## config.mk

```make
export PLATFORM = sky130hd
export DESIGN_NAME = aw_w_scheduler
export DESIGN_NICKNAME = d
export VERILOG_FILES = /design/src/rtl/aw_w_scheduler.sv
export SDC_FILE = /design/constraint.sdc
export NUM_CORES = 1
export LEC_CHECK = 0
export CAP_MARGIN = 20
export CORE_ASPECT_RATIO = 1.5
export CORE_UTILIZATION = 30
export CTS_BUF_LIST = sky130_fd_sc_hd__clkbuf_8
export DETAILED_ROUTE_END_ITERATION = 7
export GPL_ROUTABILITY_DRIVEN = 0
export PLACE_DENSITY = 0.59
export RECOVER_POWER = 100
export SYNTH_ARGS = -nofsm -noshare
export SYNTH_HDL_FRONTEND = slang
export SYNTH_SLANG_ARGS = --single-unit
```

## constraint.sdc

```tcl
create_clock -name clk -period 3.25 [get_ports clk]
set_clock_uncertainty 0.15 [all_clocks]
set_input_delay 0.65 -clock clk [delete_from_list [all_inputs] [get_ports clk]]
set_output_delay 0.65 -clock clk [all_outputs]
set_load 0.02 [all_outputs]
```

## src/rtl/aw_w_scheduler.sv

```systemverilog
// Write-path sequencer for master M1: decodes AW targets, gates the AW handshake,
// and keeps W and B mux selects in accepted-AW order. Sinks default-target writes.
module aw_w_scheduler #(
    parameter logic [31:0] S0_BASE = 32'h0000_0000,
    parameter logic [31:0] S0_SIZE = 32'h0001_0000,
    parameter logic [31:0] S1_BASE = 32'h0001_0000,
    parameter logic [31:0] S1_SIZE = 32'h0001_0000,
    parameter int          DEPTH   = 4,
    parameter int          MAX_OUT = 4
) (
    input  logic        clk,
    input  logic        rst,
    input  logic [31:0] AWADDR_M1,
    input  logic        AWVALID_M1,
    output logic        AWREADY_M1,
    output logic        AWVALID_S0,
    input  logic        AWREADY_S0,
    output logic        AWVALID_S1,
    input  logic        AWREADY_S1,
    input  logic        WVALID_M1,
    input  logic        WREADY_M1,
    input  logic        WLAST_M1,
    output logic [1:0]  w_sel,
    output logic        dflt_wready,
    input  logic        BVALID_S0,
    input  logic        BVALID_S1,
    input  logic        BREADY_M1,
    output logic [1:0]  b_sel,
    output logic        dflt_bvalid,
    output logic        busy
);

    localparam int WAW = (DEPTH > 1) ? $clog2(DEPTH) : 1;
    localparam int BAW = (MAX_OUT > 1) ? $clog2(MAX_OUT) : 1;
    localparam int CW  = $clog2(MAX_OUT + 1);

    localparam logic [WAW:0]   WDEPTH_C = (WAW + 1)'(DEPTH);
    localparam logic [CW-1:0]  MAXOUT_C = CW'(MAX_OUT);
    localparam logic [BAW-1:0] BLAST_C  = BAW'(MAX_OUT - 1);

    // Windows are compared in 33 bits so a window ending at 2^32 does not wrap.
    localparam logic [32:0] S0_LO = {1'b0, S0_BASE};
    localparam logic [32:0] S0_HI = {1'b0, S0_BASE} + {1'b0, S0_SIZE};
    localparam logic [32:0] S1_LO = {1'b0, S1_BASE};
    localparam logic [32:0] S1_HI = {1'b0, S1_BASE} + {1'b0, S1_SIZE};

    logic [32:0]   addr33;
    logic [1:0]    tgt;
    logic          accept_ok;
    logic          aw_hs;
    logic          w_pop;
    logic          b_hs;

    logic [1:0]    wmem_q [DEPTH];
    logic [WAW-1:0] wwr_q, wwr_d, wrd_q, wrd_d;
    logic [WAW:0]   wcnt_q, wcnt_d;

    logic [1:0]    bmem_q [MAX_OUT];
    logic [BAW-1:0] bwr_q, bwr_d, brd_q, brd_d;
    logic [CW-1:0]  bcnt_q, bcnt_d;

    logic [CW-1:0]  out_cnt_q, out_cnt_d;

    always_comb begin
        addr33 = {1'b0, AWADDR_M1};
        if (addr33 >= S0_LO && addr33 < S0_HI) begin
            tgt = 2'b01;
        end else if (addr33 >= S1_LO && addr33 < S1_HI) begin
            tgt = 2'b10;
        end else begin
            tgt = 2'b11;
        end
    end

    // A same-cycle W pop does not free space for the AW that is being presented.
    assign accept_ok  = (wcnt_q != WDEPTH_C) && (out_cnt_q < MAXOUT_C);
    assign AWVALID_S0 = AWVALID_M1 & (tgt == 2'b01) & accept_ok;
    assign AWVALID_S1 = AWVALID_M1 & (tgt == 2'b10) & accept_ok;
    assign AWREADY_M1 = accept_ok & ((tgt == 2'b01) ? AWREADY_S0 :
                                     (tgt == 2'b10) ? AWREADY_S1 : 1'b1);
    assign aw_hs      = AWVALID_M1 & AWREADY_M1;

    assign w_sel       = (wcnt_q != '0) ? wmem_q[wrd_q] : 2'b00;
    assign dflt_wready = (w_sel == 2'b11);
    assign w_pop       = WVALID_M1 & WREADY_M1 & WLAST_M1 & (w_sel != 2'b00);

    assign b_sel       = (bcnt_q != '0) ? bmem_q[brd_q] : 2'b00;
    assign dflt_bvalid = (b_sel == 2'b11);
    assign b_hs        = BREADY_M1 & ((b_sel == 2'b01) ? BVALID_S0 :
                                      (b_sel == 2'b10) ? BVALID_S1 :
                                      (b_sel == 2'b11));

    assign busy = (out_cnt_q != '0);

    always_comb begin
        wwr_d     = wwr_q;
        wrd_d     = wrd_q;
        wcnt_d    = wcnt_q;
        bwr_d     = bwr_q;
        brd_d     = brd_q;
        bcnt_d    = bcnt_q;
        out_cnt_d = out_cnt_q;
        if (aw_hs) wwr_d = wwr_q + WAW'(1);
        if (w_pop) wrd_d = wrd_q + WAW'(1);
        case ({aw_hs, w_pop})
            2'b10:   wcnt_d = wcnt_q + (WAW + 1)'(1);
            2'b01:   wcnt_d = wcnt_q - (WAW + 1)'(1);
            default: wcnt_d = wcnt_q;
        endcase
        // B pointers wrap explicitly because MAX_OUT need not be a power of two.
        if (w_pop) bwr_d = (bwr_q == BLAST_C) ? '0 : bwr_q + BAW'(1);
        if (b_hs)  brd_d = (brd_q == BLAST_C) ? '0 : brd_q + BAW'(1);
        case ({w_pop, b_hs})
            2'b10:   bcnt_d = bcnt_q + CW'(1);
            2'b01:   bcnt_d = bcnt_q - CW'(1);
            default: bcnt_d = bcnt_q;
        endcase
        case ({aw_hs, b_hs})
            2'b10:   out_cnt_d = out_cnt_q + CW'(1);
            2'b01:   out_cnt_d = out_cnt_q - CW'(1);
            default: out_cnt_d = out_cnt_q;
        endcase
    end

    always_ff @(posedge clk or negedge rst) begin
        if (!rst) begin
            wwr_q     <= '0;
            wrd_q     <= '0;
            wcnt_q    <= '0;
            bwr_q     <= '0;
            brd_q     <= '0;
            bcnt_q    <= '0;
            out_cnt_q <= '0;
        end else begin
            wwr_q     <= wwr_d;
            wrd_q     <= wrd_d;
            wcnt_q    <= wcnt_d;
            bwr_q     <= bwr_d;
            brd_q     <= brd_d;
            bcnt_q    <= bcnt_d;
            out_cnt_q <= out_cnt_d;
        end
    end

    // Storage needs no reset: the counts guard every read.
    always_ff @(posedge clk) begin
        if (aw_hs) wmem_q[wwr_q] <= tgt;
        if (w_pop) bmem_q[bwr_q] <= w_sel;
    end

endmodule

```

# Word-level counts from Yosys, hierarchy flattened
# Memory sizes are Yosys's and may differ from the RTL's.
# Index checks and enable logic that the tools add are counted.
dict set report op_classes {
  magnitude_cmp 4
  add_sub_neg 10
  n_eq_ne 15
  muxes 17
  reduce_logical 9
  n_bitwise 10
}
# cell count
set ops {}
lappend ops {{32-bit by 17-bit greater-or-equal comparator with 1-bit output, second input constant} 1}
lappend ops {{32-bit by 17-bit less-than comparator with 1-bit output, second input constant} 1}
lappend ops {{32-bit by 18-bit less-than comparator with 1-bit output, second input constant} 1}
lappend ops {{2-bit equality test, second input constant} 9}
lappend ops {{3-bit one-hot mux with 2 select lines} 3}
lappend ops {{1-bit AND} 10}
lappend ops {{2-bit by 1-bit equality test with 1-bit output, second input constant} 5}
lappend ops {{2-bit two-way mux} 5}
lappend ops {{3-bit by 1-bit adder with 3-bit output, second input constant} 3}
lappend ops {{1-bit two-way mux} 9}
lappend ops {{3-bit nonzero test} 3}
lappend ops {{3-bit by 1-bit subtractor with 3-bit output, second input constant} 3}
lappend ops {{2-bit by 1-bit adder with 2-bit output, second input constant} 4}
lappend ops {{2-bit nonzero test} 4}
lappend ops {{3-bit less-than comparator, second input constant} 1}
lappend ops {{3-bit != test, second input constant} 1}
lappend ops {{1-bit logical AND} 2}
dict set report word_totals {
  mem_count 2
  inputBits 43
  word_cells 74
  ff_bits 17
  ram_bits 16
  out_inout_bits 10
}
# memory depth word_bits read_ports rd_ports_with_merged_regs wr line
set mem_list {}
lappend mem_list {bmem_q 4 2 1 0 1 58} ;# logic [1:0] bmem_q [MAX_OUT];
lappend mem_list {wmem_q 4 2 1 0 1 54} ;# logic [1:0] wmem_q [DEPTH];

# Longest topological paths before layout
dict set report depth {
  word_depth 11
  depth_mapped 10
  depth_no_buf 10
}

# Least setup slack after synthesis
# Ideal clock, no wire load.
dict set report synth_timing {
  kind {reg-to-reg}
  startpoint {reg wrd_q[0]}
  endpoint {reg bcnt_q[2]}
  synth_period_minus_slack_ns 2.559
  t_required_ns 3.021
  path_stages_with_launch 11
  t_arrival_ns 2.330
  setup_slack_ns 0.691
  n_path_buf 1
  setup_time_ns 0.079
  cell_sequence {dfrtp_1 mux4_2 o211a_1 buf_6 inv_2 ha_1 inv_1 fa_1 xor2_1 nor2_1 xor2_1}
}
dict set report synth_via {
  elab_chain_cells 6
  word_cells_on_any_way 8
  cone_classes {eq/ne (2); mux (2); bitwise (1); reduce/logical (2); memory (1)}
}
# element line
set synth_rtl {}
lappend synth_rtl {{start: declaration} 55} ;# logic [WAW-1:0] wwr_q, wwr_d, wrd_q, wrd_d;
lappend synth_rtl {{start signal: assignment} 136} ;# wrd_q <= wrd_d;
lappend synth_rtl {{memory read 4 x 2 bit *} n/a}
lappend synth_rtl {{2-bit two-way mux *} 83} ;# assign w_sel = (wcnt_q != '0) ? wmem_q[wrd_q] : 2'b00;
lappend synth_rtl {{2-bit nonzero test *} 85} ;# assign w_pop = WVALID_M1 & WREADY_M1 & WLAST_M1 & (w_sel != 2'b00);
lappend synth_rtl {{1-bit AND *} 85}
lappend synth_rtl {{net w_pop} 51} ;# logic w_pop;
lappend synth_rtl {{2-bit by 1-bit equality test with 1-bit output or 2-bit equality test (tied branches)} 113} ;# case ({w_pop, b_hs})
lappend synth_rtl {{3-bit one-hot mux with 2 select lines or 2-bit nonzero test (tied branches)} n/a}
lappend synth_rtl {{end signal: assignment} 140} ;# bcnt_q <= bcnt_d;
lappend synth_rtl {{end: declaration} 60} ;# logic [CW-1:0] bcnt_q, bcnt_d;
# The timed path passes the listed nets; every way through them passes the cells marked *.
# A chain may end at the register's enable or synchronous reset.

# Final worst setup path
dict set report layout_timing {
  startpoint {in AWADDR_M1[27]}
  endpoint {out AWREADY_M1}
}
dict set report layout_via {
  elab_chain_cells 8
  word_cells_on_any_way 11
  cone_classes {order compare (3); eq/ne (2); mux (4); bitwise (1); reduce/logical (1)}
}
# element line
set layout_rtl {}
lappend layout_rtl {{start: declaration} 13} ;# input logic [31:0] AWADDR_M1,
lappend layout_rtl {{32-bit by 17-bit greater-or-equal comparator with 1-bit output or 32-bit by 18-bit less-than comparator with 1-bit output (tied branches)} 68} ;# end else if (addr33 >= S1_LO && addr33 < S1_HI) begin
lappend layout_rtl {{1-bit logical AND} 68}
lappend layout_rtl {{1-bit two-way mux} 68}
lappend layout_rtl {{2-bit two-way mux *} 66} ;# if (addr33 >= S0_LO && addr33 < S0_HI) begin
lappend layout_rtl {{2-bit equality test} 80} ;# (tgt == 2'b10) ? AWREADY_S1 : 1'b1);
lappend layout_rtl {{1-bit two-way mux} 80}
lappend layout_rtl {{1-bit two-way mux *} 79} ;# assign AWREADY_M1 = accept_ok & ((tgt == 2'b01) ? AWREADY_S0 :
lappend layout_rtl {{1-bit AND *} 79}
lappend layout_rtl {{end: declaration} 15} ;# output logic AWREADY_M1,
# Mark *: on every way between the ends. The rest lies on a longest branch, timed or not.

==> flow_summary.json <==
{
  "slew-limit-headroom": 0.4458,
  "wirelength_mm": 3.082,
  "finalWorstPathRequiredPeriod_ns": 3.047,
  "cts-htree-levels": 2,
  "regToRegSetupSlack_ns": 0.58,
  "max_freq_mhz": 328.2,
  "syn-instance-count": 135,
  "tritoncts_clock_tree": "built",
  "dieArea_um2": 6112,
  "synth.top_cell.area_share": 0.2763,
  "drv_slew": 0,
  "diodes": 0,
  "synth_most_common_cell": "dfrtp_1",
  "number_of_detailed_route_iterations_in_the_first_pass": 4,
  "synth.area.top_cells": "edfxtp_1 (28%), dfrtp_1 (24%), ha_1 (8.6%), mux4_2 (5.2%), fa_1 (3.5%)",
  "critical_path.startpoint_type": "input port",
  "synth-seq-area-share": 0.5209,
  "clock_latency_on_the_worst_skew_pair_ns": 0.28,
  "cts.path.max_buffers": 2,
  "grtUsageTotal": 0.1178,
  "floorplan.initialDensity": 0.3143,
  "cp.required_ns": 2.45,
  "post_drt_wl_per_cell_um": 12.28,
  "worstPathMaxFanout": 4,
  "min_path_type": "flop to flop",
  "synth_area_leader_cell": "edfxtp_1",
  "layout_overhead_on_the_synthesized_area_pct": 31.65,
  "cp-end-kind": "primary output",
  "final_instance_count_without_filler_cells": 251,
  "antenna_found_initial": 0,
  "most_common_library_cells_after_synthesis": "dfrtp_1 (17), edfxtp_1 (16), inv_1 (15), ha_1 (12), and2_1 (9)",
  "finalPower_uw": 1989,
  "postLayoutCoreUtil": 0.4138,
  "mean_syn_cell_area_um2": 12.88,
  "grt_setup_unrepaired": "false",
  "vias_per_instance": 4.534,
  "grt-ovfl-total": 0,
  "hold_path_depth": 1,
  "coreArea_um2": 5533,
  "worst_r2r_path_depth": 9,
  "via_count": 1138,
  "cts.sink_count": 33,
  "portBuffers": 36,
  "result_of_the_run": "completed",
  "synthFlopType": "dfrtp_1",
  "fillerInstances": 555,
  "fp.dieH_um": 95.25,
  "setup_viol": 0,
  "final-seq-area_um2": 905.9,
  "rows": 33,
  "yosys_warnings": 0,
  "clkTransAtPathRegs_ns": 0.06,
  "layout_worst_path_cycle_share": 0.9375,
  "post_route_cells_drive_above_1_share": 0.08287,
  "synth_enable_flop_cells": 16,
  "placed_cells": 243,
  "proportion_of_register_bits_with_asynchronous_set_or_reset_after_synthesis": 0.5152,
  "synth_nets": 193,
  "dp_hpwl_mm": 2.559,
  "io_pins": 53,
  "finalHoldViolCount": 0,
  "worstSetupPathType": "input port to primary output",
  "grt_first_pass_wirelength_mm": 5.319,
  "synth.lib_cells_used.distinct": 28,
  "tightest_pin_transition_ns": 0.8285,
  "floorplan.die.width_um": 64.17,
  "number_of_global_route_vias_before_repair": 1243,
  "post_cts_hold_buffer_count": 0,
  "total_leakage_power_uw": 0.0009419,
  "detail-route-antenna-nets": 0,
  "vdd.ir_drop.worst_uv": 237.7,
  "maxCapViolCount": 0,
  "netlist_area_um2": 1739,
  "cts-buffers-inserted": 5,
  "fin_nets": 238,
  "multiInputGateArea_um2": 743.2,
  "cp.arrival_ns": 2.25,
  "post-route-drc-count": 0,
  "final.setup.tns_ns": 0,
  "synth.ff_latch_count": 33,
  "pwr_density_cell_nw_per_um2": 868.8,
  "cts_root_buffer": "clkbuf_8",
  "largest_net_degree_at_the_start_of_global_routing": 18,
  "violation_count_after_the_first_detailed_routing_iteration": 21
}
==> sequential cells by signal (all words and copies together) (netlist names), 3 cells and up <==
name       cells
bmem_q         8
wmem_q         8
bcnt_q         3
out_cnt_q      3
wcnt_q         3
==> per-stage QoR <==
| stage | hold slack [ns] | setup slack (ns) | area [µm²] |
|---|---|---|---|
| floorplan | 0.2044 | 0.6907 | 1739 |
| global placement | 0.3033 | 0.01407 | 2198 |
| detailed placement | 0.3133 | -0.008703 | 2198 |
| CTS | 0.3260 | 0.003312 | 2333 |
| global route | 0.3588 | 0.05451 | 2290 |
| finish | 0.3247 | 0.2031 | 2290 |
==> critical path, stage by stage <==
cell and delay (ns):
clkdlybuf4s50_1 0.41, nor4_1 0.25, and4_1 0.30, a21oi_1 0.09
clkdlybuf4s50_1 0.55
==> routing by layer <==
metal / track usage / vias up / wire, µm
met5: 0 / - / 0
met2: 0.2358 / 42 / 1805
met3: 0.02990 / 4 / 181
met4: 0.05556 / 0 / 30
li1: - / 548 / -
met1: 0.1080 / 544 / 1064
==> where the power goes <==
group	switching, µW	total, µW	internal [µW]
clock	142	447	304
combinational	435	845	410
sequential	99.8	698	598
total	677	1990	1310
==> timing repair <==
action	4_1_cts	5_1_grt
setup endpoints to repair	2	2
gates resized for setup	1	2
buffers inserted	0	0
==> cell usage in the layout (no fill, tap or decap) <==
master	synthesis	final
a21oi_1	1	2
a21oi_2	2	1
and2_0	0	10
and2_1	9	2
and3_1	3	3
and4_1	1	1
bufinv_16	0	2
clkbuf_1	0	5
clkbuf_8	0	5
clkdlybuf4s50_1	0	25
clkinv_2	0	1
dfrtp_1	17	17
dlygate4sd3_1	0	9
edfxtp_1	16	16
fa_1	3	3
ha_1	12	12
inv_1	15	15
inv_2	1	1
mux2_1	3	3
mux2i_1	4	4
mux4_2	4	4
nand2_1	7	7
nand2b_1	1	1
nand3_1	2	2
nor2_1	7	7
nor3_1	1	1
nor4_1	3	3
o211a_1	1	1
o21ai_0	0	2
o21ai_2	3	1
or3_1	2	2
or3b_1	1	1
xnor2_1	6	6
xor2_1	6	6
==> kinds of logic (layout without fill, tap and decap cells) <==
group,after synthesis,after routing,share of synthesized area
compound gates,7,7,0.03382
xor+xnor,12,12,0.06043
fa+ha+maj,15,15,0.1209
buf+inv,17,63,0.04100
flops,33,33,0.5209
mux,11,11,0.09425
simple gates,40,40,0.1288
==> worst paths after layout <==
check | startpoint | end
setup reg to reg | brd_q[0] | bcnt_q[2]
hold / removal | wcnt_q[2] | wcnt_q[2]
max in group asynchronous | rst | bcnt_q[1]
min in group asynchronous | rst | wwr_q[1]
hold reg to reg | wcnt_q[2] | wcnt_q[2]
setup / recovery | AWADDR_M1[27] | AWREADY_M1
==> area by class of cell <==
type	count	share of cell area
Sequential cell	33	0.3956
Timing Repair Buffer	39	0.1568
Clock inverter	3	0.02842
Tap cell	70	0.03825
Inverter	16	0.02623
Multi-Input combinational cell	85	0.3246
Clock buffer	5	0.03005
Note: power is estimated with default switching activity, not from simulation.
